[src/rtl/mem_arbiter_if.sv]
// Signal bundle between mem_arbiter, the core's fetch/data ports and the shared memory.
// slave = arbiter side, master = core plus memory side.
interface mem_arbiter_if;
    localparam int unsigned ADDR_W = 32;
    localparam int unsigned DATA_W = 32;
    localparam int unsigned STRB_W = 4;

    logic              i_if_req;
    logic [ADDR_W-1:0] i_if_addr;
    logic              i_if_flush;
    logic              o_if_gnt;
    logic              o_if_ack;
    logic [DATA_W-1:0] o_if_data;

    logic              i_d_req;
    logic [ADDR_W-1:0] i_d_addr;
    logic [STRB_W-1:0] i_d_we;
    logic [DATA_W-1:0] i_d_wdata;
    logic              o_d_gnt;
    logic              o_d_ack;
    logic [DATA_W-1:0] o_d_rdata;

    logic              o_mem_en;
    logic [ADDR_W-1:0] o_mem_addr;
    logic [STRB_W-1:0] o_mem_we;
    logic [DATA_W-1:0] o_mem_wdata;
    logic [DATA_W-1:0] i_mem_rdata;

    modport slave (
        input  i_if_req, i_if_addr, i_if_flush,
        output o_if_gnt, o_if_ack, o_if_data,
        input  i_d_req, i_d_addr, i_d_we, i_d_wdata,
        output o_d_gnt, o_d_ack, o_d_rdata,
        output o_mem_en, o_mem_addr, o_mem_we, o_mem_wdata,
        input  i_mem_rdata
    );

    modport master (
        output i_if_req, i_if_addr, i_if_flush,
        input  o_if_gnt, o_if_ack, o_if_data,
        output i_d_req, i_d_addr, i_d_we, i_d_wdata,
        input  o_d_gnt, o_d_ack, o_d_rdata,
        input  o_mem_en, o_mem_addr, o_mem_we, o_mem_wdata,
        output i_mem_rdata
    );
endinterface

[src/rtl/mem_arbiter.sv]
// Shares one single-port synchronous memory between instruction fetch and load/store.
// Optional macro ARB_RR_EN: alternate grants on contested cycles instead of strict data priority.
module mem_arbiter (
    input  logic         i_clk,
    input  logic         i_rst,
    input  logic         i_clk_ce,
    mem_arbiter_if.slave bus
);
    localparam int unsigned ADDR_W = 32;
    localparam int unsigned DATA_W = 32;
    localparam int unsigned STRB_W = 4;
    localparam logic [ADDR_W-1:0] WORD_MASK = ~ADDR_W'(3);

    typedef enum logic [1:0] {
        PEND_NONE = 2'd0,
        PEND_IF   = 2'd1,
        PEND_D    = 2'd2,
        PEND_DW   = 2'd3
    } pend_t;

    pend_t r_pend;
    pend_t w_pend_nxt;

    logic w_run;
    logic w_if_cand;
    logic w_d_cand;
    logic w_d_gnt;
    logic w_if_gnt;
    logic w_if_ack;
    logic w_d_ack;

    // Reset kills grants and acks in the same cycle so an in-flight access is dropped.
    assign w_run     = i_clk_ce && !i_rst;
    assign w_if_cand = w_run && bus.i_if_req && !bus.i_if_flush;
    assign w_d_cand  = w_run && bus.i_d_req;

`ifdef ARB_RR_EN
    logic r_rr_if;
    logic w_contested;

    assign w_contested = w_if_cand && w_d_cand;
    assign w_d_gnt     = w_d_cand && !(w_contested && r_rr_if);

    // Fairness pointer: 0 favours data, flips on every contested grant.
    always_ff @(posedge i_clk) begin
        if (i_rst) begin
            r_rr_if <= 1'b0;
        end else if (w_contested) begin
            r_rr_if <= !r_rr_if;
        end
    end
`else
    assign w_d_gnt = w_d_cand;
`endif

    assign w_if_gnt = w_if_cand && !w_d_gnt;

    always_comb begin
        w_pend_nxt = PEND_NONE;
        if (w_d_gnt) begin
            if (bus.i_d_we == '0) begin
                w_pend_nxt = PEND_D;
            end else begin
                w_pend_nxt = PEND_DW;
            end
        end else if (w_if_gnt) begin
            w_pend_nxt = PEND_IF;
        end
    end

    always_ff @(posedge i_clk) begin
        if (i_rst) begin
            r_pend <= PEND_NONE;
        end else if (i_clk_ce) begin
            r_pend <= w_pend_nxt;
        end
    end

    // Command path follows the granted requester; idle bus is all zeros.
    always_comb begin
        bus.o_mem_addr  = '0;
        bus.o_mem_we    = '0;
        bus.o_mem_wdata = '0;
        if (w_d_gnt) begin
            bus.o_mem_addr  = bus.i_d_addr & WORD_MASK;
            bus.o_mem_we    = bus.i_d_we;
            bus.o_mem_wdata = bus.i_d_wdata;
        end else if (w_if_gnt) begin
            bus.o_mem_addr  = bus.i_if_addr & WORD_MASK;
        end
    end

    assign bus.o_mem_en = w_d_gnt || w_if_gnt;
    assign bus.o_d_gnt  = w_d_gnt;
    assign bus.o_if_gnt = w_if_gnt;

    assign w_if_ack = w_run && (r_pend == PEND_IF) && !bus.i_if_flush;
    assign w_d_ack  = w_run && ((r_pend == PEND_D) || (r_pend == PEND_DW));

    assign bus.o_if_ack  = w_if_ack;
    assign bus.o_d_ack   = w_d_ack;
    assign bus.o_if_data = w_if_ack ? bus.i_mem_rdata : DATA_W'(0);
    assign bus.o_d_rdata = (w_d_ack && (r_pend == PEND_D)) ? bus.i_mem_rdata : DATA_W'(0);

    logic [STRB_W-1:0] w_unused_strb;
    assign w_unused_strb = '0;
endmodule

[src/flat_wrapper.sv]
// flat-port wrapper written by rule: the top's interface ports become plain ports
module mem_arbiter_flat 
  (i_clk, i_rst, i_clk_ce, bus_i_if_req, bus_i_if_addr, bus_i_if_flush, bus_o_if_gnt, bus_o_if_ack, bus_o_if_data, bus_i_d_req, bus_i_d_addr, bus_i_d_we, bus_i_d_wdata, bus_o_d_gnt, bus_o_d_ack, bus_o_d_rdata, bus_o_mem_en, bus_o_mem_addr, bus_o_mem_we, bus_o_mem_wdata, bus_i_mem_rdata);
  mem_arbiter_if bus_i ();
  input  logic i_clk;
  input  logic i_rst;
  input  logic i_clk_ce;
  input wire logic [$bits(bus_i.i_if_req)-1:0] bus_i_if_req;
  input wire logic [$bits(bus_i.i_if_addr)-1:0] bus_i_if_addr;
  input wire logic [$bits(bus_i.i_if_flush)-1:0] bus_i_if_flush;
  output wire logic [$bits(bus_i.o_if_gnt)-1:0] bus_o_if_gnt;
  output wire logic [$bits(bus_i.o_if_ack)-1:0] bus_o_if_ack;
  output wire logic [$bits(bus_i.o_if_data)-1:0] bus_o_if_data;
  input wire logic [$bits(bus_i.i_d_req)-1:0] bus_i_d_req;
  input wire logic [$bits(bus_i.i_d_addr)-1:0] bus_i_d_addr;
  input wire logic [$bits(bus_i.i_d_we)-1:0] bus_i_d_we;
  input wire logic [$bits(bus_i.i_d_wdata)-1:0] bus_i_d_wdata;
  output wire logic [$bits(bus_i.o_d_gnt)-1:0] bus_o_d_gnt;
  output wire logic [$bits(bus_i.o_d_ack)-1:0] bus_o_d_ack;
  output wire logic [$bits(bus_i.o_d_rdata)-1:0] bus_o_d_rdata;
  output wire logic [$bits(bus_i.o_mem_en)-1:0] bus_o_mem_en;
  output wire logic [$bits(bus_i.o_mem_addr)-1:0] bus_o_mem_addr;
  output wire logic [$bits(bus_i.o_mem_we)-1:0] bus_o_mem_we;
  output wire logic [$bits(bus_i.o_mem_wdata)-1:0] bus_o_mem_wdata;
  input wire logic [$bits(bus_i.i_mem_rdata)-1:0] bus_i_mem_rdata;
  assign bus_i.i_if_req = bus_i_if_req;
  assign bus_i.i_if_addr = bus_i_if_addr;
  assign bus_i.i_if_flush = bus_i_if_flush;
  assign bus_o_if_gnt = bus_i.o_if_gnt;
  assign bus_o_if_ack = bus_i.o_if_ack;
  assign bus_o_if_data = bus_i.o_if_data;
  assign bus_i.i_d_req = bus_i_d_req;
  assign bus_i.i_d_addr = bus_i_d_addr;
  assign bus_i.i_d_we = bus_i_d_we;
  assign bus_i.i_d_wdata = bus_i_d_wdata;
  assign bus_o_d_gnt = bus_i.o_d_gnt;
  assign bus_o_d_ack = bus_i.o_d_ack;
  assign bus_o_d_rdata = bus_i.o_d_rdata;
  assign bus_o_mem_en = bus_i.o_mem_en;
  assign bus_o_mem_addr = bus_i.o_mem_addr;
  assign bus_o_mem_we = bus_i.o_mem_we;
  assign bus_o_mem_wdata = bus_i.o_mem_wdata;
  assign bus_i.i_mem_rdata = bus_i_mem_rdata;
  mem_arbiter u_core (.i_clk(i_clk), .i_rst(i_rst), .i_clk_ce(i_clk_ce), .bus(bus_i));
endmodule
[config.mk]
export PLATFORM = sky130hd
export DESIGN_NAME = mem_arbiter_flat
export DESIGN_NICKNAME = d
export VERILOG_FILES = /design/src/rtl/mem_arbiter_if.sv /design/src/rtl/mem_arbiter.sv /design/src/flat_wrapper.sv
export SDC_FILE = /design/constraint.sdc
export NUM_CORES = 1
export LEC_CHECK = 0
export CAP_MARGIN = 10
export CORE_AREA = 2 2 106 108
export DETAILED_ROUTE_END_ITERATION = 16
export DIE_AREA = 0 0 108 110
export PLACE_DENSITY_LB_ADDON = 0.05
export SYNTH_ARGS = -nofsm -noshare
export SYNTH_HDL_FRONTEND = slang
export SYNTH_SLANG_ARGS = --single-unit
[constraint.sdc]
create_clock -name i_clk -period 1.5 [get_ports i_clk]
set_input_delay 0.225 -clock i_clk [delete_from_list [all_inputs] [get_ports i_clk]]
set_output_delay 0.225 -clock i_clk [all_outputs]
set_load 0.01 [all_outputs]
# Yosys cells after proc, flatten, opt, wreduce, memory -nomap -nowiden
# Cells that the tools add are included.
# classes
eq_ne,3
muxes,9
reduce_logical,15
# ops
operator,count
$mux 32,5
$logic_and 1x1->1,9
$eq 2x2->1 const B,2
$logic_not 4->1,1
$mux 4,1
$logic_not 1->1,3
$eq 2x1->1 const B,1
$logic_or 1x1->1,2
$mux 1,2
$mux 2,1
# word_totals
regBits,2
inputBits,138
out_inout_bits,137
elab_cells,28

# Depth between registers and ports, before layout
# Gate-level depths: netlist of run 1.
# logic_depth
depth_word,7
depth_mapped,5
ltp_nobuf,3

# Worst setup path after synthesis of run 1
# OpenSTA, ideal clock, no wires.
# synth_timing
kind,register to output
startpoint,reg u_core.r_pend[1]
endpoint,out bus_o_d_rdata[10]
arrival_time_ns,1.087
required_ns,1.275
path_slack_ns,0.188
path_stages_with_launch,5
path_cell_list,dfxtp_1 and3b_1 and2b_1 buf_2 and2_1
# synth_via
elab_chain_cells,5
elab_cells_between_ends,6
classes_between,2 x eq/ne; 1 x mux; 3 x reduce/logical
# synth_lines
item,line,rtl
from (decl),mem_arbiter.sv:21,pend_t r_pend;
from (signal assigned),mem_arbiter.sv:75,r_pend <= w_pend_nxt;
$eq 2x2->1,mem_arbiter.sv:98,assign w_d_ack = w_run && ((r_pend == PEND_D) || (r_pend == PEND_DW));
$logic_or 1x1->1 (*),mem_arbiter.sv:98,
$logic_and 1x1->1 (*),mem_arbiter.sv:98,
named net bus_o_d_ack,flat_wrapper.sv:19,output wire logic [$bits(bus_i.o_d_ack)-1:0] bus_o_d_ack;
$logic_and 1x1->1 (*),mem_arbiter.sv:103,assign bus.o_d_rdata = (w_d_ack && (r_pend == PEND_D)) ? bus.i_mem_rdata : DATA_W'(0);
$mux 32 (*),mem_arbiter.sv:103,
to (decl),flat_wrapper.sv:20,output wire logic [$bits(bus_i.o_d_rdata)-1:0] bus_o_d_rdata;
# The timed path passes the listed nets; every way through them passes the cells marked *.

# Worst setup path after layout of run 1
# layout_timing
startpoint,in i_rst
endpoint,out bus_o_if_data[14]
# layout_via
elab_chain_cells,5
# layout_lines
item,line,rtl
from (decl),flat_wrapper.sv:6,input logic i_rst;
$logic_not 1->1,mem_arbiter.sv:33,assign w_run = i_clk_ce && !i_rst;
$logic_and 1x1->1,mem_arbiter.sv:33,
$logic_and 1x1->1 (2 in series),mem_arbiter.sv:97,assign w_if_ack = w_run && (r_pend == PEND_IF) && !bus.i_if_flush;
$mux 32,mem_arbiter.sv:102,assign bus.o_if_data = w_if_ack ? bus.i_mem_rdata : DATA_W'(0);
to (decl),flat_wrapper.sv:13,output wire logic [$bits(bus_i.o_if_data)-1:0] bus_o_if_data;
# No other way between the ends.

==> flow_summary.ini, run 1 <==
[floorplanning]
die_h_um = 110
placementRows = 38
initial_core_util_pct = 11.0
coreArea_mm2 = 0.0107
dieWidth_um = 108
dieArea_mm2 = 0.0119
ios = 275

[logic_synthesis]
yosysWarningCount = 0
synth_cells = 165
synth_area_mm2 = 0.00117
avgSynthCellArea_um2 = 7.12
synth_cell_type_count = 22
seq_area_frac_synth_pct = 3.41
synth_seq_cells = 2

[outcome]
violations = setup timing
status = finished, violations left

[timing]
worst_slack_ns = -0.393
setup-violations-final = 132
slew_violations = 0
final-hold-violation-count = 0
fin_crit_sh_pct = 126
fmax_mhz = 528
grt_setup_unrepaired = yes
final.min_clock_period_ns = 1.89
finClkSkew_ns = 0

[route]
wl_per_cell_um = 16.6
vias = 2543
firstDrtPassIters = 4
remaining_drc_errors = 0
antenna_left = 0
drt_wl_total_um = 10600
drt-initial-drc-count = 52
viasPerCell = 3.97

[final_layout]
multi_input_comb_area_mm2 = 0.00125
finalNetCount = 640
largest_reg_flops = 2
diodes = 0
regArea_um2 = 41.3
regMostFlops = u_core.r_pend
fin_util_pct = 48.8
fill_cells = 1051
drive_gt1_share_pct = 62.8
largest_registers = u_core.r_pend: 2 flops
area_growth_pct = 345

[hold_path]
hold_class = input port to flop

[clock_network]
path_clk_slew_ns = 0.03
cts_buffers = 3
clk_latency_ns = 0.21
clock-root-buffer = clkbuf_8
cts_hold_buffers = 0
htreeDepth = 1
cts_sinks = 2
tritoncts = built
cts.path.max_buffers = 2

[flow_run]
maxCapViolCount = 0

[global_route]
grt_max_degree = 43
grt_pass1_vias = 2471
overflow = 0
antenna_found_initial = 0
grt_pass1_wl_um = 13200
grt_util_all_layers_pct = 14.4

[pwr]
finalPower_uw = 1150
pwr_density_cell_mw_per_mm2 = 219
power_leakage_uw = 0.00254
ir_worst_vdd_mv = 0.203

[critical_path]
crit_type = input port to output port
arrival_ns = 1.67
cp.required_ns = 1.27
path_max_fanout = 5
critPathLaunchType = input port
worst_setup_path_end_kind = output port

[placement]
dp_hpwl_um = 6930
port_buffers = 268
place.gp.congestion = 0.700
-- final timing paths --
kind / from / to / slack, ns / cells after the start
max reg2reg: u_core.r_pend[0] / u_core.r_pend[0] / 0.69 / 2
min reg2reg: u_core.r_pend[1] / u_core.r_pend[1] / 0.54 / 2
max: i_rst / bus_o_if_data[14] / -0.39 / 11
min: i_rst / u_core.r_pend[1] / 0.27 / 3
-- report_power, final --
| part | leakage [uW] | total (uW) | internal (uW) | switching, uW |
|---|---|---|---|---|
| combinational | 0.00250 | 874 | 614 | 260 |
| clock | 0.0000216 | 212 | 170 | 41.9 |
| sequential | 0.0000169 | 60.9 | 57.7 | 3.20 |
-- synth_stat cells, drive strengths merged --
cell / instances / area share (%)
and2: 100 / 53
a22o: 30 / 22
buf: 16 / 9.1
clkbuf: 2 / 0.64
dfxtp: 2 / 3.4
nand2b: 2 / 1.7
nor2: 2 / 0.85
a211o: 1 / 0.75
a21oi: 1 / 0.43
and2b: 1 / 0.64
and3b: 1 / 0.75
conb: 1 / 0.32
inv: 1 / 0.32
mux2i: 1 / 0.85
nor3: 1 / 1.4
nor3b: 1 / 0.64
nor4b: 1 / 2.0
or4: 1 / 0.64
-- worst max-delay path, cell delays in order --
cell and delay [ns]:
buf_6 0.09, nand2b_4 0.15, buf_6 0.12, nor4b_4 0.27, buf_6 0.15, buf_12 0.09, buf_8 0.10, buf_6 0.12
buf_12 0.11, and2_4 0.14, buf_6 0.09
-- cell families (layout without fill, tap and decap cells) --
logic type / after synthesis / in the layout / synth area share, %
mux: 1 / 1 / 0.852
buf+inv: 19 / 353 / 10.0
other cells: 1 / 2 / 0.319
simple gates: 110 / 110 / 61.9
compound gates: 32 / 32 / 23.5
flops: 2 / 2 / 3.41
-- cell type report --
type	instances	share of cell area (%)
repair buffers	349	71.0
multi-input cells	145	24.0
well taps	140	3.35
flip-flops and latches	2	0.790
clock buffers	3	0.790
inverters	1	0.0719
-- layout by cell type, fill, tap and decap left out, drive strengths merged, types with 2 or more instances in the layout --
cell type      synthesis  final
buf                   16    211
clkdlybuf4s50          0    128
and2                 100    100
a22o                  30     30
clkbuf                 2      9
nand2b                 2      2
conb                   1      2
clkdlybuf4s15          0      2
dlymetal6s2s           0      2
nor2                   2      2
dfxtp                  2      2
-- metrics by stage --
step | hold slack, ns | instances | setup slack (ns) | TNS (ns) | cell area, um^2
floorplan | 0.297 | 166 | 0.188 | 0 | 1180
global placement | 0.568 | 566 | -0.815 | -98.84 | 4050
detailed placement | 0.559 | 566 | -0.831 | -99.31 | 4050
CTS | 0.262 | 618 | -0.434 | -24.92 | 4520
global route | 0.281 | 640 | -0.444 | -30.50 | 5220
finish | 0.266 | 640 | -0.393 | -24.74 | 5220
-- routing by layer --
metal	vias up	wire length (um)	track usage, %	part of all wire [%]
li1	1223	-	-	-
met1	1160	3360	12.9	32
met2	152	6230	30.9	59
met3	8	924	4.00	8.7
met4	0	105	4.30	0.99
met5	-	0	0	0
-- timing repair --
item / in CTS / in global routing
setup buffers: 39 / 28
cloned: 10 / 9
pin swaps: 22 / 62
setup endpoints to repair: 135 / 135
gates resized for setup: 564 / 249
hold endpoints to repair: 0 / 0
(Power assumes the default switching activity.)
==> run 2, diff against run 1 <==
Settings changed: REMOVE_ABC_BUFFERS set to 1.
==> flow_summary.ini, run 2 (same netlist as run 1, synthesis figures left out) <==
[route]
viasPerCell = 3.97
firstDrtPassIters = 4
remaining_drc_errors = 0
vias = 2428
drt_wl_total_um = 10300
wl_per_cell_um = 16.9
antenna_left = 0
drt-initial-drc-count = 52

[pwr]
netSwitchingPower_uw = 286
ir_worst_vdd_mv = 0.125
power_frac_clock_pct = 19.5
p_int_uw = 791
power_frac_seq_pct = 5.7
finalPower_uw = 1080
pwr_density_cell_mw_per_mm2 = 236
power_frac_comb_pct = 74.9
power_leakage_uw = 0.00227
p_sw_share_pct = 26.6

[timing]
grt_setup_unrepaired = yes
setup-violations-final = 120
worst_slack_ns = -0.211
fmax_mhz = 584
finClkSkew_ns = 0
slew_violations = 0
final-hold-violation-count = 0
final.min_clock_period_ns = 1.71
fin_crit_sh_pct = 114

[floorplanning]
die_h_um = 110
ios = 275
dieWidth_um = 108
dieArea_mm2 = 0.0119
placementRows = 38
initial_core_util_pct = 11.0
coreArea_mm2 = 0.0107

[placement]
place.gp.congestion = 0.738
port_buffers = 268
dp_hpwl_um = 7090
preCtsSetupSlack_ns = -0.829
dp_cells = 566

[clock_network]
path_clk_slew_ns = 0.03
cts_buffers = 3
clk_latency_ns = 0.21
cts_sinks = 2
cts.path.max_buffers = 2
htreeDepth = 1
tritoncts = built
cts_hold_buffers = 0
clock-root-buffer = clkbuf_8

[critical_path]
critPathLaunchType = flop
worst_setup_path_end_kind = output port
arrival_ns = 1.49
cp.required_ns = 1.27
path_max_fanout = 8
crit_type = flop to output port

[final_layout]
fin_util_pct = 42.7
fill_cells = 1066
diodes = 0
largest_reg_flops = 2
drive_gt1_share_pct = 53.0
largest_registers = u_core.r_pend: 2 flops
regMostFlops = u_core.r_pend
layoutNonFillerInstCount = 612
finalNetCount = 612
final_common_cell = clkdlybuf4s50_1
final_cell_mix = clkdlybuf4s50_1 (128), buf_6 (87), buf_2 (56), and2_1 (51), and2_4 (49)
area_growth_pct = 289

[outcome]
status = finished, violations left
violations = setup timing

[hold_path]
hold_class = input port to flop

[global_route]
grt_util_all_layers_pct = 14.0
grt_pass1_wl_um = 12900
overflow = 0
grt_pass1_vias = 2283
grt_max_degree = 33
antenna_found_initial = 0

[flow_run]
maxCapViolCount = 0
run 2: worst max-delay path: stages (launching register included):
cell	delay, ns
dfxtp_2	0.32
nor4b_4	0.27
buf_6	0.15
buf_6	0.10
buf_16	0.11
buf_4	0.10
and2_1	0.11
buf_2	0.12
run 2: power by group through the flow:
| stage | clock (uW) | sequential, uW | combinational, uW |
|---|---|---|---|
| 2_1_floorplan | 0 | 60.4 | 142 |
| 3_3_place_gp | 0 | 61.6 | 695 |
| 3_5_place_dp | 0 | 61.4 | 698 |
| 4_1_cts | 212 | 61.1 | 736 |
| 5_1_grt | 220 | 61.2 | 858 |
| 6_report | 210 | 61.0 | 806 |
run 2: cell type report:
cell class | instances | area [um^2] | area share (%)
Clock buffer | 3 | 41.3 | 0.904
Inverter | 1 | 3.75 | 0.0822
Timing Repair Buffer | 321 | 3150 | 68.9
Sequential cell | 2 | 41.3 | 0.904
Tap cell | 140 | 175 | 3.83
Multi-Input combinational cell | 145 | 1160 | 25.3
run 2: stage by stage:
stage	instance area (um^2)	hold WS, ns	setup TNS, ns
2_1_floorplan	1060	0.297	-39.85
3_3_place_gp	4050	0.557	-100.22
4_1_cts	4230	0.259	-25.22
5_1_grt	4570	0.269	-18.82
6_report	4570	0.260	-11.96
3_5_place_dp	4050	0.562	-101.65
run 2: repair_timing:
item,CTS,global route
pin swaps,10,38
gates resized for setup,420,259
gates cloned,6,8
setup buffers,17,17
endpoints found under the setup margin,135,135
run 2: worst paths after layout:
check,endpoint,depth (start not counted),from,slack (ns)
worst min register to register,u_core.r_pend[1],2,u_core.r_pend[1],0.53
worst max-delay path,bus_o_if_data[13],7,u_core.r_pend[1],-0.21
worst min-delay path,u_core.r_pend[1],3,i_rst,0.26
worst max register to register,u_core.r_pend[0],2,u_core.r_pend[0],0.68
run 2: metal layers:
| layer | track usage, % | part of all wire, % | vias up |
|---|---|---|---|
| li1 | - | - | 1166 |
| met1 | 13.2 | 31 | 1100 |
| met2 | 28.5 | 56 | 162 |
| met3 | 6.58 | 14 | 0 |
| met4 | 1.10 | 0 | 0 |
| met5 | 0 | 0 | - |
